**config.mk**
```make
export PLATFORM = sky130hd
export DESIGN_NAME = shift_uart_tx_flat
export DESIGN_NICKNAME = d
export VERILOG_FILES = /design/src/rtl/shift_uart_tx_if.sv /design/src/rtl/shift_uart_tx.sv /design/src/flat_wrapper.sv
export SDC_FILE = /design/constraint.sdc
export NUM_CORES = 1
export LEC_CHECK = 0
export CAP_MARGIN = 20
export CORE_ASPECT_RATIO = 0.5
export CORE_MARGIN = 4
export CORE_UTILIZATION = 30
export CTS_BUF_LIST = sky130_fd_sc_hd__clkbuf_2 sky130_fd_sc_hd__clkbuf_4 sky130_fd_sc_hd__clkbuf_8
export DETAILED_ROUTE_END_ITERATION = 16
export GPL_ROUTABILITY_DRIVEN = 0
export SETUP_SLACK_MARGIN = 0.4
export SYNTH_ARGS = -nofsm -noshare
export SYNTH_HDL_FRONTEND = slang
export SYNTH_SLANG_ARGS = --single-unit
```
**constraint.sdc**
```tcl
create_clock -name clk -period 2.03 [get_ports clk]
set_input_delay 0.406 -clock clk [delete_from_list [all_inputs] [get_ports clk]]
set_output_delay 0.406 -clock clk [all_outputs]
set_load 0.01 [all_outputs]
```
**src/rtl/shift_uart_tx_if.sv**
```systemverilog
// shift_uart_tx_if: valid/ready word handshake between a parallel producer and the serial transmitter
interface shift_uart_tx_if #(parameter int WIDTH = 8);
  logic             tx_valid;
  logic [WIDTH-1:0] tx_data;
  logic             tx_ready;
  modport master (output tx_valid, tx_data, input tx_ready);
  modport slave  (input tx_valid, tx_data, output tx_ready);
endinterface

```
**src/rtl/shift_uart_tx.sv**
```systemverilog
// shift_uart_tx: frames a parallel word as start bit, WIDTH data bits LSB first, stop bit, on a registered serial line
module shift_uart_tx #(
  parameter int WIDTH        = 8,
  parameter int CLKS_PER_BIT = 4
) (
  input  logic            clk,
  input  logic            reset,
  shift_uart_tx_if.slave  tx,
  output logic            tx_serial,
  output logic            tx_busy,
  output logic            tx_done
);
  localparam int BAUD_W = CLKS_PER_BIT > 1 ? $clog2(CLKS_PER_BIT) : 1;
  localparam int BIT_W  = WIDTH > 1 ? $clog2(WIDTH) : 1;
  localparam logic [1:0] S_IDLE  = 2'd0;
  localparam logic [1:0] S_START = 2'd1;
  localparam logic [1:0] S_DATA  = 2'd2;
  localparam logic [1:0] S_STOP  = 2'd3;
  logic [1:0]        r_state;
  logic [WIDTH-1:0]  r_shift;
  logic [BIT_W-1:0]  r_bit;
  logic [BAUD_W-1:0] r_baud;
  logic              r_serial, r_ready, r_busy, r_done;
  logic              w_bit_end, w_last;
  logic [WIDTH-1:0]  w_shift_next;
  assign w_bit_end    = r_baud == BAUD_W'(CLKS_PER_BIT - 1);
  assign w_last       = r_bit == BIT_W'(WIDTH - 1);
  assign w_shift_next = r_shift >> 1;
  assign tx.tx_ready  = r_ready;
  assign tx_serial    = r_serial;
  assign tx_busy      = r_busy;
  assign tx_done      = r_done;
  // Line level is registered alongside the state so it changes only on clock edges
  always_ff @(posedge clk) begin
    if (reset) begin
      r_state  <= S_IDLE;
      r_shift  <= '0;
      r_bit    <= '0;
      r_baud   <= '0;
      r_serial <= 1'b1;
      r_ready  <= 1'b1;
      r_busy   <= 1'b0;
      r_done   <= 1'b0;
    end else begin
      r_done <= 1'b0;
      unique case (r_state)
        S_IDLE: if (tx.tx_valid) begin
          r_state  <= S_START;
          r_shift  <= tx.tx_data;
          r_baud   <= '0;
          r_serial <= 1'b0;
          r_ready  <= 1'b0;
          r_busy   <= 1'b1;
        end
        S_START: if (w_bit_end) begin
          r_state  <= S_DATA;
          r_baud   <= '0;
          r_bit    <= '0;
          r_serial <= r_shift[0];
        end else r_baud <= r_baud + 1'b1;
        S_DATA: if (w_bit_end) begin
          r_baud <= '0;
          if (w_last) begin
            r_state  <= S_STOP;
            r_serial <= 1'b1;
          end else begin
            r_shift  <= w_shift_next;
            r_bit    <= r_bit + 1'b1;
            r_serial <= w_shift_next[0];
          end
        end else r_baud <= r_baud + 1'b1;
        S_STOP: if (w_bit_end) begin
          r_state <= S_IDLE;
          r_baud  <= '0;
          r_ready <= 1'b1;
          r_busy  <= 1'b0;
          r_done  <= 1'b1;
        end else r_baud <= r_baud + 1'b1;
        default: r_state <= S_IDLE;
      endcase
    end
  end
endmodule

```
**src/flat_wrapper.sv**
```systemverilog
// flat-port wrapper written by rule: the top's interface ports become plain ports
module shift_uart_tx_flat 
#(
  parameter int WIDTH        = 8,
  parameter int CLKS_PER_BIT = 4
)
  (clk, reset, tx_serial, tx_busy, tx_done, tx_tx_valid, tx_tx_data, tx_tx_ready);
  shift_uart_tx_if #(.WIDTH(WIDTH)) tx_i ();
  input  logic clk;
  input  logic reset;
  output logic tx_serial;
  output logic tx_busy;
  output logic tx_done;
  input wire logic [$bits(tx_i.tx_valid)-1:0] tx_tx_valid;
  input wire logic [$bits(tx_i.tx_data)-1:0] tx_tx_data;
  output wire logic [$bits(tx_i.tx_ready)-1:0] tx_tx_ready;
  assign tx_i.tx_valid = tx_tx_valid;
  assign tx_i.tx_data = tx_tx_data;
  assign tx_tx_ready = tx_i.tx_ready;
  shift_uart_tx #(.WIDTH(WIDTH), .CLKS_PER_BIT(CLKS_PER_BIT)) u_core (.clk(clk), .reset(reset), .tx(tx_i), .tx_serial(tx_serial), .tx_busy(tx_busy), .tx_done(tx_done));
endmodule
```
==> metrics <==
status completed; chip height ~50 um; first-pass GRT wire length around 3.8 mm; Layout area overhead 27.7%; DRC viols 0; simple-gate portion of the synthesized area 16.8%; final instance area about 1400 um^2; HP Class reg2reg; Synthesis Warnings 0; initial antenna violation count 0; Fin. Hold Viols 0; largest family of logic cells by synthesized area compound AO/OA/AOI/OAI gates; synthesized area about 1100 um^2; Synth Area in Compound Gates 19.0%; syn_nets 139; setup tns final 0 ps; die area 4800 um^2; VDD IR max roughly 0.00046 V; Die W 94.1 um; most common flop cell mapped by yosys dfxtp_1; Distinct cells, synth 33; Worst slew margin roughly 63%; TritonCTS clock tree built; Fill cells 346; WS Path Type reg2reg; leak pwr about 0.00054 uW; Syn Inst Count between 100 and 150; Tot GR Track Use 10.1%; Max clock buf depth 2; share of synthesized registers carrying an async set or reset 0%; Clock Root Buffer clkbuf_8; Remaining Overflow, GRT 0; num rows 15; Hold-fix buffers, CTS 0; layout cells sized above 1 23.5%; largest net degree at the start of global routing 21; EDFF count, synth 0; vias 880; Seq/Total Area, Yosys 34.2%; number of DRC markers in iteration 0 40; RSZ-0062 raised after global routing true; Inserted Clock Buffers 3; Ports 15; xor and xnor area share after synthesis 0%; syn avg cell area approximately 9.4 um^2; total of max-cap violations 0; dpl hpwl 1.62 mm; min cycle time layout 1620 ps; crit path max fanout 7; CTS Sinks 19; CP arrival around 1800 ps; Seq. cell area between 300 and 400 um^2; CP endpoint kind flop; core area about 3500 um^2; vias in the first global route between 700 and 800; number of synthesized register bits 19; mux cell area share after synthesis 14.3%; PwrDens between 1000 and 1500 nW/um^2; routed wire length per instance between 10 and 15 um; # setup viols final 0; CP startpoint kind flop; # port buffers 14; DRT Pass-1 Iters 4; Tightest Pin Transition ~550 ps; period utilization approximately 80%; required time of the critical path around 2200 ps; placed inst area between 1000 and 1500 um^2; initial core utilization 31.8%; Routed Antenna Nets 0; synthesized-area fraction occupied by adder cells a little under an eighth; H-tree depth 1; Vias/cell 4.81; Inserted Diodes 0; # nets final around 150; Worst-path clk slew ~70 ps; Routed WL about 2.2 mm; Max Slew Vio Count 0; fmax roughly 0.6 GHz; Clock Skews 0.813 ps; area of the multi-input gates ~750 um^2; Skew-Pair Late Insertion Delay about 250 ps
cells in the mapped netlist, types with 2 or more instances:
master	number	share of area (%)
ha_1	10	11
inv_1	3	1.0
a21boi_0	2	1.4
dfxtp_1	19	34
o21a_1	2	1.4
mux2i_1	8	7.2
nor2_1	3	1.0
buf_2	3	1.4
a21oi_1	8	3.6
nand4b_1	2	1.6
o21ai_0	2	0.90
nand2b_1	3	1.7
o211ai_1	4	2.7
clkbuf_1	3	1.0
nand2_1	21	7.1
mux2_2	7	7.1
or4b_1	2	1.8
cells by family after synthesis:
logic type               Yosys count
adder cells (fa/ha/maj)           10
buffers and inverters             10
flip-flops                        19
multiplexers                      15
AO/OA/AOI/OAI                     27
AND/OR/NAND/NOR                   37
critical path: stages, from the launching register on:
cell and delay [ps]:
dfxtp_2 380, inv_2 100, ha_2 260, nor2b_2 210
o31a_1 290, a211o_1 270
layout by cell type (no fill, tap or decap), types with 2 or more instances in the layout:
master	synthesis	routed
a21boi_0	2	2
nand2_1	21	21
dfxtp_1	19	17
buf_4	0	3
ha_4	0	3
clkbuf_8	0	3
o21ai_0	2	2
ha_2	0	4
inv_1	3	2
clkdlybuf4s50_1	0	14
nand4b_1	2	2
nand2b_1	3	2
o211ai_1	4	4
nor2_1	3	3
ha_1	10	3
a21oi_1	8	8
o21a_1	2	2
mux2i_1	8	8
mux2_2	7	7
per-layer routing:
metal | wire (um) | track usage, % | share of wire, %
met5 | 0 | 0 | 0
met4 | 17 | 2.64 | 0.76
met3 | 132 | 4.12 | 5.9
met2 | 1010 | 14.7 | 45
met1 | 1090 | 13.7 | 48
worst paths after layout:
path,startpoint,to,slack (ps),depth (start not counted)
setup / recovery,u_core.r_state[0]$_SDFFE_PP0P_,u_core.tx_serial$_SDFFE_PP1P_,410,5
hold / removal,u_core.r_shift[6]$_SDFFE_PP0P_,u_core.r_shift[6]$_SDFFE_PP0P_,460,2
setup reg to reg,u_core.r_state[0]$_SDFFE_PP0P_,u_core.tx_serial$_SDFFE_PP1P_,410,5
hold reg to reg,u_core.r_shift[6]$_SDFFE_PP0P_,u_core.r_shift[6]$_SDFFE_PP0P_,460,2
sequential cells by signal, indices dropped and copies added (netlist names):
name	cells
u_core.tx_serial	1
u_core.r_shift	8
u_core.tx_busy	1
u_core.tx.tx_ready	1
u_core.tx_done	1
u_core.r_state	2
u_core.r_bit	3
u_core.r_baud	2
area by class of cell:
cell class / instances / area share (%)
inverters: 3 / 0.794
clock inverters: 1 / 0.353
clock buffers: 3 / 2.91
multi-input cells: 89 / 52.8
repair buffers: 17 / 11.5
well taps: 51 / 4.50
flip-flops and latches: 19 / 27.2
where the power goes:
part	switching [uW]	internal, uW	leakage [uW]	total [uW]
sequential	94.2	504	0.000157	598
clock	127	136	0.0000255	263
combinational	455	469	0.000354	924
total	677	1110	0.000536	1790
timing repair:
item	in CTS	in global routing
endpoints found under the setup margin	12	7
gates resized for setup	6	11
pin swaps	0	1
buffers inserted	0	1
per-stage QoR:
| stage | setup WS [ps] | util, % | hold slack, ps | power, uW | std cells |
|---|---|---|---|---|---|
| finish | 412 | 40.6 | 461 | 1790 | 183 |
| global route | 346 | 40.6 | 494 | 1930 | 183 |
| CTS | 402 | 38.9 | 464 | 1730 | 182 |
| detailed placement | 240 | 37.2 | 449 | 1440 | 178 |
| global placement | 262 | 37.2 | 444 | 1440 | 178 |
| floorplan | 423 | - | 435 | 1240 | 118 |
Power figures use the tool's default switching activity.
